`config.mk`:
```
export PLATFORM = sky130hd
export DESIGN_NAME = opt1_acc_drain
export DESIGN_NICKNAME = d
export VERILOG_FILES = /design/src/rtl/opt1_acc_drain.sv
export SDC_FILE = /design/constraint.sdc
export NUM_CORES = 1
export LEC_CHECK = 0
export BUFFER_PORTS_ARGS = -buffer_cell sky130_fd_sc_hd__buf_2
export CAP_MARGIN = 5
export CORE_MARGIN = 2
export CORE_UTILIZATION = 27
export DETAILED_ROUTE_END_ITERATION = 10
export GPL_TIMING_DRIVEN = 0
export PLACE_DENSITY_LB_ADDON = 0.1
export SLEW_MARGIN = 0
export SYNTH_ARGS = -nofsm -noshare
export SYNTH_HDL_FRONTEND = slang
export SYNTH_SLANG_ARGS = --single-unit
```
`constraint.sdc`:
```
create_clock -name clk -period 8.4 [get_ports clk]
set_clock_uncertainty 0.15 [all_clocks]
set_input_delay 1.68 -clock clk [delete_from_list [all_inputs] [get_ports clk]]
set_output_delay 1.68 -clock clk [all_outputs]
set_load 0.02 [all_outputs]
```
`src/rtl/opt1_acc_drain.sv`:
```
// Drains a carry-save accumulator pair: resolves sum+carry, applies a rounding
// arithmetic right shift, saturates to a narrow signed result and buffers it in
// a small FIFO. in_ready reserves a FIFO slot for every entry still in the
// two-stage pipeline, so a write never finds the buffer full.
module opt1_acc_drain #(
    parameter int unsigned ACC_WIDTH  = 32,
    parameter int unsigned OUT_WIDTH  = 8,
    parameter int unsigned FIFO_DEPTH = 4
) (
    input  logic                 clk,
    input  logic                 rst_n,
    input  logic                 in_valid,
    input  logic [ACC_WIDTH-1:0] acc_sum,
    input  logic [ACC_WIDTH-1:0] acc_carry,
    input  logic [4:0]           shift_amt,
    output logic                 in_ready,
    output logic                 out_valid,
    input  logic                 out_ready,
    output logic [OUT_WIDTH-1:0] out_data,
    output logic                 out_sat,
    output logic                 ovf_err
);

    localparam int unsigned PtrW = (FIFO_DEPTH > 2) ? $clog2(FIFO_DEPTH) : 1;
    localparam int unsigned CntW = PtrW + 1;
    localparam int unsigned OccW = PtrW + 2;

    // Saturation bounds held in the ACC_WIDTH+1 bit working width.
    localparam logic signed [ACC_WIDTH:0] SatMax =
        $signed({{(ACC_WIDTH - OUT_WIDTH + 2){1'b0}}, {(OUT_WIDTH - 1){1'b1}}});
    localparam logic signed [ACC_WIDTH:0] SatMin = ~SatMax;
    localparam logic signed [ACC_WIDTH:0] One    = {{ACC_WIDTH{1'b0}}, 1'b1};

    // Stage 1 state
    logic                 s1_valid_q, s1_valid_d;
    logic [ACC_WIDTH-1:0] s1_res_q, s1_res_d;
    logic [4:0]           s1_shift_q, s1_shift_d;

    // Stage 2 state
    logic                 s2_valid_q, s2_valid_d;
    logic [OUT_WIDTH-1:0] s2_data_q, s2_data_d;
    logic                 s2_sat_q, s2_sat_d;

    // FIFO state
    logic [OUT_WIDTH:0]   mem_q [FIFO_DEPTH];
    logic [OUT_WIDTH:0]   mem_d [FIFO_DEPTH];
    logic [PtrW-1:0]      wr_ptr_q, wr_ptr_d;
    logic [PtrW-1:0]      rd_ptr_q, rd_ptr_d;
    logic [CntW-1:0]      count_q, count_d;
    logic                 ovf_err_q, ovf_err_d;

    // Stage 2 datapath
    logic signed [ACC_WIDTH:0] res_ext;
    logic signed [ACC_WIDTH:0] bias;
    logic signed [ACC_WIDTH:0] t;
    logic [OUT_WIDTH-1:0]      sat_data;
    logic                      sat_flag;

    logic [OccW-1:0] occ;
    logic            accept;
    logic            fifo_wr;
    logic            fifo_rd;

    // Handshake: occupancy counts pipeline entries so each has a reserved slot.
    always_comb begin
        occ       = OccW'(count_q) + OccW'(s1_valid_q) + OccW'(s2_valid_q);
        in_ready  = (occ < OccW'(FIFO_DEPTH));
        accept    = in_valid && in_ready;
        out_valid = (count_q != '0);
        fifo_wr   = s2_valid_q;
        fifo_rd   = out_valid && out_ready;
        out_data  = mem_q[rd_ptr_q][OUT_WIDTH-1:0];
        out_sat   = mem_q[rd_ptr_q][OUT_WIDTH];
        ovf_err   = ovf_err_q;
    end

    // Stage 1 next state: resolve the redundant pair on acceptance.
    always_comb begin
        s1_valid_d = accept;
        s1_res_d   = s1_res_q;
        s1_shift_d = s1_shift_q;
        if (accept) begin
            s1_res_d   = acc_sum + acc_carry;
            s1_shift_d = shift_amt;
        end
    end

    // Stage 2 arithmetic: round half up, arithmetic shift, then saturate.
    always_comb begin
        res_ext = $signed({s1_res_q[ACC_WIDTH-1], s1_res_q});
        bias    = '0;
        if (s1_shift_q != 5'd0) begin
            bias = One <<< (s1_shift_q - 5'd1);
        end
        // Shifts at or beyond the operand width collapse to the sign fill.
        if (32'(s1_shift_q) >= ACC_WIDTH) begin
            t = res_ext[ACC_WIDTH] ? '1 : '0;
        end else begin
            t = (res_ext + bias) >>> s1_shift_q;
        end
        sat_flag = 1'b0;
        sat_data = t[OUT_WIDTH-1:0];
        if (t > SatMax) begin
            sat_flag = 1'b1;
            sat_data = SatMax[OUT_WIDTH-1:0];
        end else if (t < SatMin) begin
            sat_flag = 1'b1;
            sat_data = SatMin[OUT_WIDTH-1:0];
        end
    end

    // Stage 2 next state: capture the requantized result.
    always_comb begin
        s2_valid_d = s1_valid_q;
        s2_data_d  = s2_data_q;
        s2_sat_d   = s2_sat_q;
        if (s1_valid_q) begin
            s2_data_d = sat_data;
            s2_sat_d  = sat_flag;
        end
    end

    // FIFO next state: write from stage 2, pop on handshake, sticky overflow.
    always_comb begin
        mem_d    = mem_q;
        wr_ptr_d = wr_ptr_q;
        rd_ptr_d = rd_ptr_q;
        count_d  = count_q;
        if (fifo_wr) begin
            mem_d[wr_ptr_q] = {s2_sat_q, s2_data_q};
            wr_ptr_d        = wr_ptr_q + PtrW'(1);
        end
        if (fifo_rd) begin
            rd_ptr_d = rd_ptr_q + PtrW'(1);
        end
        if (fifo_wr && !fifo_rd) begin
            count_d = count_q + CntW'(1);
        end else if (!fifo_wr && fifo_rd) begin
            count_d = count_q - CntW'(1);
        end
        ovf_err_d = ovf_err_q | (in_valid & ~in_ready);
    end

    // State registers with asynchronous active-low reset.
    always_ff @(posedge clk or negedge rst_n) begin
        if (!rst_n) begin
            s1_valid_q <= 1'b0;
            s1_res_q   <= '0;
            s1_shift_q <= '0;
            s2_valid_q <= 1'b0;
            s2_data_q  <= '0;
            s2_sat_q   <= 1'b0;
            for (int i = 0; i < FIFO_DEPTH; i++) begin
                mem_q[i] <= '0;
            end
            wr_ptr_q   <= '0;
            rd_ptr_q   <= '0;
            count_q    <= '0;
            ovf_err_q  <= 1'b0;
        end else begin
            s1_valid_q <= s1_valid_d;
            s1_res_q   <= s1_res_d;
            s1_shift_q <= s1_shift_d;
            s2_valid_q <= s2_valid_d;
            s2_data_q  <= s2_data_d;
            s2_sat_q   <= s2_sat_d;
            mem_q      <= mem_d;
            wr_ptr_q   <= wr_ptr_d;
            rd_ptr_q   <= rd_ptr_d;
            count_q    <= count_d;
            ovf_err_q  <= ovf_err_d;
        end
    end

endmodule
```
Word level (Yosys, flattened, before mapping)

Cells that the tools add are included.
Widths: inputs -> output; s select.

Reduce and logical (&&, ||, !) cells: 10
Bitwise logic cells: 5
$lt $le $gt $ge: 6
Add/subtract/negate cells: 9
Muxes and demuxes: 13
Shifts and indexed selects: 2

Operators by type and width:

| operator              | count |
|---|---|
| $bwmux 36             | 1 |
| $add 32x33->33        | 1 |
| $gt 33x8->1 const B   | 1 |
| $lt 33x8->1 const B   | 1 |
| $mux 33               | 1 |
| $sshl 2x5->33 const A | 1 |
| $sshr 33x5->33        | 1 |
| $add 32x32->32        | 1 |
| $mux 9                | 3 |
| $bmux 9 s2            | 1 |
| $demux 9 s2           | 1 |
| $mux 8                | 2 |
| $ge 3x3->1 const B    | 2 |
| $mux 3                | 2 |
| $not 2->3             | 2 |
| $logic_and 1x1->1     | 5 |
| $reduce_bool 5->1     | 1 |
| $sub 5x1->5 const B   | 1 |
| $add 2x1->2 const B   | 2 |
| $add 3x1->4           | 1 |
| $add 4x1->4           | 1 |
| $lt 4x3->1 const B    | 1 |
| $add 3x1->3 const B   | 1 |
| $lt 3x1->1 const B    | 1 |
| other kinds (8)       | 10 |

Bits of input ports: 73
Register bits after elaboration: 92
Word-level logic and storage cells: 59
Output and inout port bits: 12

Logic depth before layout (Yosys ltp)

Depth in word-level cells: 8
Depth in mapped cells: 27
Gate-level depth less buffers: 21

Worst setup path before layout

No wires, ideal clock.

Path kind: reg-to-reg
Start: reg s1_shift_q[2]
End: reg s2_data_q[1]
Arrival time: 5.758 ns
Stages on the path, launching flop included: 26
Setup time: 0.141 ns
Clock period less this slack: 6.049 ns
Setup slack: 2.351 ns
Buffers on the path: 5
Data required time: 8.109 ns
Path through: dfrtp_1 clkbuf_1 inv_1 clkbuf_1 buf_1 clkbuf_1 clkbuf_1 nor2_1 nand2_1 nor2_1 ha_1 o211ai_2 a21oi_1 o32ai_1 a21oi_1 a21oi_1 mux2_2 a2111oi_0 a221oi_1 o31ai_1 o311ai_1 nor2_1 nor4bb_1 o21ai_1 a211oi_4 o32ai_1

Longest elaborated chain between the ends: 8
Elaborated cells on any way between the ends: 10
Those cells by class: 2 x add/sub; 2 x order compare; 2 x shift; 3 x mux; 1 x reduce/logical

Ends and longest elaborated chain:

| item                   | line | text |
|---|---|---|
| from (decl)            | 37   | `logic [4:0] s1_shift_q, s1_shift_d;` |
| from (signal assigned) | 163  | `s1_shift_q <= s1_shift_d;` |
| $sub 5x1->5            | 93   | `bias = One <<< (s1_shift_q - 5'd1);` |
| $sshl 2x5->33          | 93   |  |
| $mux 33                | 92   | `if (s1_shift_q != 5'd0) begin` |
| $add 32x33->33         | 99   | `t = (res_ext + bias) >>> s1_shift_q;` |
| $sshr 33x5->33 (*)     | 99   |  |
| $lt 33x8->1            | 106  | `end else if (t < SatMin) begin` |
| $mux 8                 | 106  |  |
| $mux 8 (*)             | 103  | `if (t > SatMax) begin` |
| to (signal assigned)   | 165  | `s2_data_q <= s2_data_d;` |
| to (decl)              | 41   | `logic [OUT_WIDTH-1:0] s2_data_q, s2_data_d;` |

Mark *: on every way between the ends. The rest lies on a longest branch, timed or not.
A chain may end at the register's enable or synchronous reset.

Final worst setup path

Start: reg s1_shift_q[2]
End: reg s2_data_q[4]

Same word-level chain as after synthesis.

==> results_dict.tcl <==
set metrics [dict create \
    ys_seq_elements 92 \
    postCtsSetupRepairBufs 0 \
    clockBufferDepth 2 \
    cts_root_buffer "clkbuf_16" \
    cp.arrival_ns 7.86 \
    startpoint "s1_shift_q[2]" \
    crit_path_start_kind "register" \
    grt_overflow_total 0 \
    seq_area_frac_synth 0.242 \
    clkLatencyLatePin_ns 0.38 \
    dp_cells 1687 \
    hold_start "s1_valid_q" \
    fin_area_mm2 0.0108 \
    h-tree-depth 3 \
    core_mm2 0.0346 \
    rr_worst_depth 25 \
    grt_first_pass_wirelength_mm 51.1 \
    grt_pass1_vias 8999 \
    antenna_found_initial 0 \
    syn_nets 1292 \
    cts_buffers 9 \
    die_w_um 192 \
    drt-pass1-iter-count 5 \
    fmax_mhz 129 \
    port_buffers 84 \
    period_needed_ns 7.78 \
    fin_cells 1703 \
    num_io_pins 85 \
    slew-limit-headroom 0.312 \
    synth-async-reset-ratio 1.00 \
    vias_per_cell 5.25 \
    period_share 0.926 \
    tightest_slew_ns 1.02 \
    synth.distinct_cells 91 \
    clk_pin_slew_ns 0.07 \
    rows 68 \
    die_h_um 192 \
    critPathKind "register to register" \
    clock_sinks 92 \
    cp_data_required_time_ns 8.48 \
    crit_fanout 10 \
    fp.dieArea_mm2 0.0368 \
    cts_tree "yes" \
    utilization 0.313 \
    syn_area_per_cell_um2 8.30 \
    power_density_mw_per_mm2 399 \
    p_leak_uw 0.00456 \
    endpoint_kind "register" \
    antenna_cells 0 \
    drt_iter0_drc 488 \
    cap_violations 0 \
    routed_wl_mm 31.9 \
    track_usage 0.179 \
    slew_violations 0 \
    hp-class "register to register" \
    drc 0 \
    syn_area_mm2 0.00952 \
    rsz0062_at_grt "false" \
    synth_top_area_frac 0.242 \
    via_count 8944 \
    synthFlopType "dfrtp_1" \
    placed_area_mm2 0.0105 \
    synth_top_area_cell "dfrtp_1" \
    synth_edf_count 0 \
    r2r-start "s1_shift_q[2]" \
    dp_slack_ns -0.248 \
    drtAntennaViolNets 0 \
    setup_viol 0 \
    whs_ns 0.226 \
    ys_top_cells_by_area "dfrtp_1, ha_1, nand2_1" \
    routedWlPerCell_um 18.7 \
    grt_start_max_net_pins 51 \
    drive_gt1_frac 0.163 \
    area_growth_pct 13.8 \
    initial_core_util 0.275 \
    vdd_drop_max_mv 0.183 \
    hold_depth 0 \
    gp_congestion 0.902 \
    hold_viol_final 0 \
    synth_cells 1147 \
    hold_buffers 0 \
    setup_ws_ns 0.620 \
    nets 1388 \
    fillers 3741 \
    outcome "finished, final reports clean" \
    synth-warning-count 0 \
    dp_hpwl_mm 25.5 \
]
[cell families (layout without fill, tap and decap cells)]
group | after synthesis | count (layout) | synth area share
XOR/XNOR | 62 | 62 | 0.0570
AND/OR/NAND/NOR | 368 | 368 | 0.177
AO/OA/AOI/OAI | 370 | 370 | 0.266
buffers and inverters | 93 | 194 | 0.0384
adder cells (fa/ha/maj) | 72 | 72 | 0.0970
other | 1 | 1 | 0.000394
flip-flops | 92 | 92 | 0.242
multiplexers | 89 | 89 | 0.122
[sequential cells by signal, summed over array words and instances (netlist names)]
signal / count
count_q: 3
fifo_wr: 1
mem_q: 36
ovf_err: 1
rd_ptr_q: 2
s1_res_q: 32
s1_shift_q: 5
s1_valid_q: 1
s2_data_q: 8
s2_sat_q: 1
wr_ptr_q: 2
[where the power goes]
group | internal (uW) | leakage (uW) | switching [uW]
sequential | 640 | 0.00104 | 126
combinational | 1160 | 0.00338 | 1990
clock | 207 | 0.000140 | 204
total | 2010 | 0.00456 | 2320
[path summary, 6_finish.rpt]
path / to / slack (ns)
setup / recovery: s2_data_q[4] / 0.62
hold / removal: fifo_wr / 0.23
setup reg to reg: s2_data_q[4] / 0.62
hold reg to reg: fifo_wr / 0.23
max in group asynchronous: s1_res_q[21] / 6.27
min in group asynchronous: mem_q[34] / 1.14
[synth_stat cells, drive strengths merged, types with 4 or more instances]
library cell,n
nand2b,16
nor2,106
xor2,31
and2,16
a221oi,4
a22o,4
o2111ai,4
nand3,26
dfrtp,92
a21boi,4
a2111oi,8
buf,11
a211oi,23
or3,4
nor4,4
o21a,17
o22ai,7
ha,69
o311ai,6
o21bai,8
nand2,130
o32ai,7
a21o,21
nor3b,4
or2,5
mux2,44
a31o,5
o31ai,8
mux2i,28
o211ai,13
inv,32
clkbuf,49
nor3,27
mux4,17
a31oi,12
a21oi,87
xnor2,31
and3,7
a211o,5
nand4,11
nor2b,4
o21ai,96
[per-layer routing]
layer | part of all wire | up-vias | GRT usage
met5 | 0 | - | 0
met4 | 0.025 | 0 | 0.0524
met3 | 0.029 | 47 | 0.0239
met2 | 0.47 | 177 | 0.299
met1 | 0.47 | 4274 | 0.240
li1 | - | 4446 | -
[cell usage in the layout (no fill, tap or decap), types with 5 or more instances in the layout]
master	n
nor2_1	106
a21o_1	20
a211o_1	5
buf_1	7
mux2_2	43
o211ai_1	11
o32ai_1	7
o21bai_1	8
o31ai_1	6
buf_2	85
o22ai_1	7
nand3_1	26
nand4_1	11
nand2_1	130
mux2i_1	28
and3_1	6
inv_1	32
mux4_2	17
a211oi_1	21
nor3_1	25
a31oi_1	11
clkbuf_16	9
nand2b_1	16
or2_2	5
o21a_1	17
a2111oi_0	6
xnor2_1	31
a21oi_1	85
o21ai_0	92
clkbuf_1	47
ha_1	69
dfrtp_1	92
and2_1	16
xor2_1	31
a31o_2	5
[critical path: stages (launching register included)]
cell and delay [ns]:
dfrtp_1 0.36, clkbuf_1 0.27, inv_1 0.16, clkbuf_1 0.44, buf_2 0.36, clkbuf_2 0.30, clkbuf_2 0.32, nor2_1 0.11
nand2_1 0.20, nor2_1 0.07, ha_1 0.38, o211ai_2 0.16, a21oi_1 0.11, o32ai_1 0.49, a21oi_1 0.24, a21oi_1 0.50
mux2_2 0.41, a2111oi_2 0.53, a221oi_1 0.20, o31ai_1 0.35, o311ai_1 0.32, nor2_1 0.17, nor4bb_1 0.27, o21ai_1 0.14
a211oi_4 0.46, o32ai_1 0.14
[stage by stage]
stage	total power [uW]	TNS, ns
after detailed placement	3900	-1.89
after global routing	4710	0
final	4330	0
after global placement	3920	-1.77
after CTS	4340	0
after floorplan	2970	0
[area by class of cell]
class,instances,area (um2),area share
buffer,60,246,0.0227
clock buffer,10,229,0.0211
clock inverter,6,55.1,0.00508
inverter,33,124,0.0114
multi-input combinational,962,6860,0.633
sequential,92,2300,0.212
tap,455,569,0.0525
timing repair buffer,85,450,0.0416
[repair_timing]
action,CTS,global route
endpoints found under the hold margin,0,0
setup endpoints to repair,8,8
gates resized for setup,2,7
cloned,0,0
(Power assumes the default switching activity.)
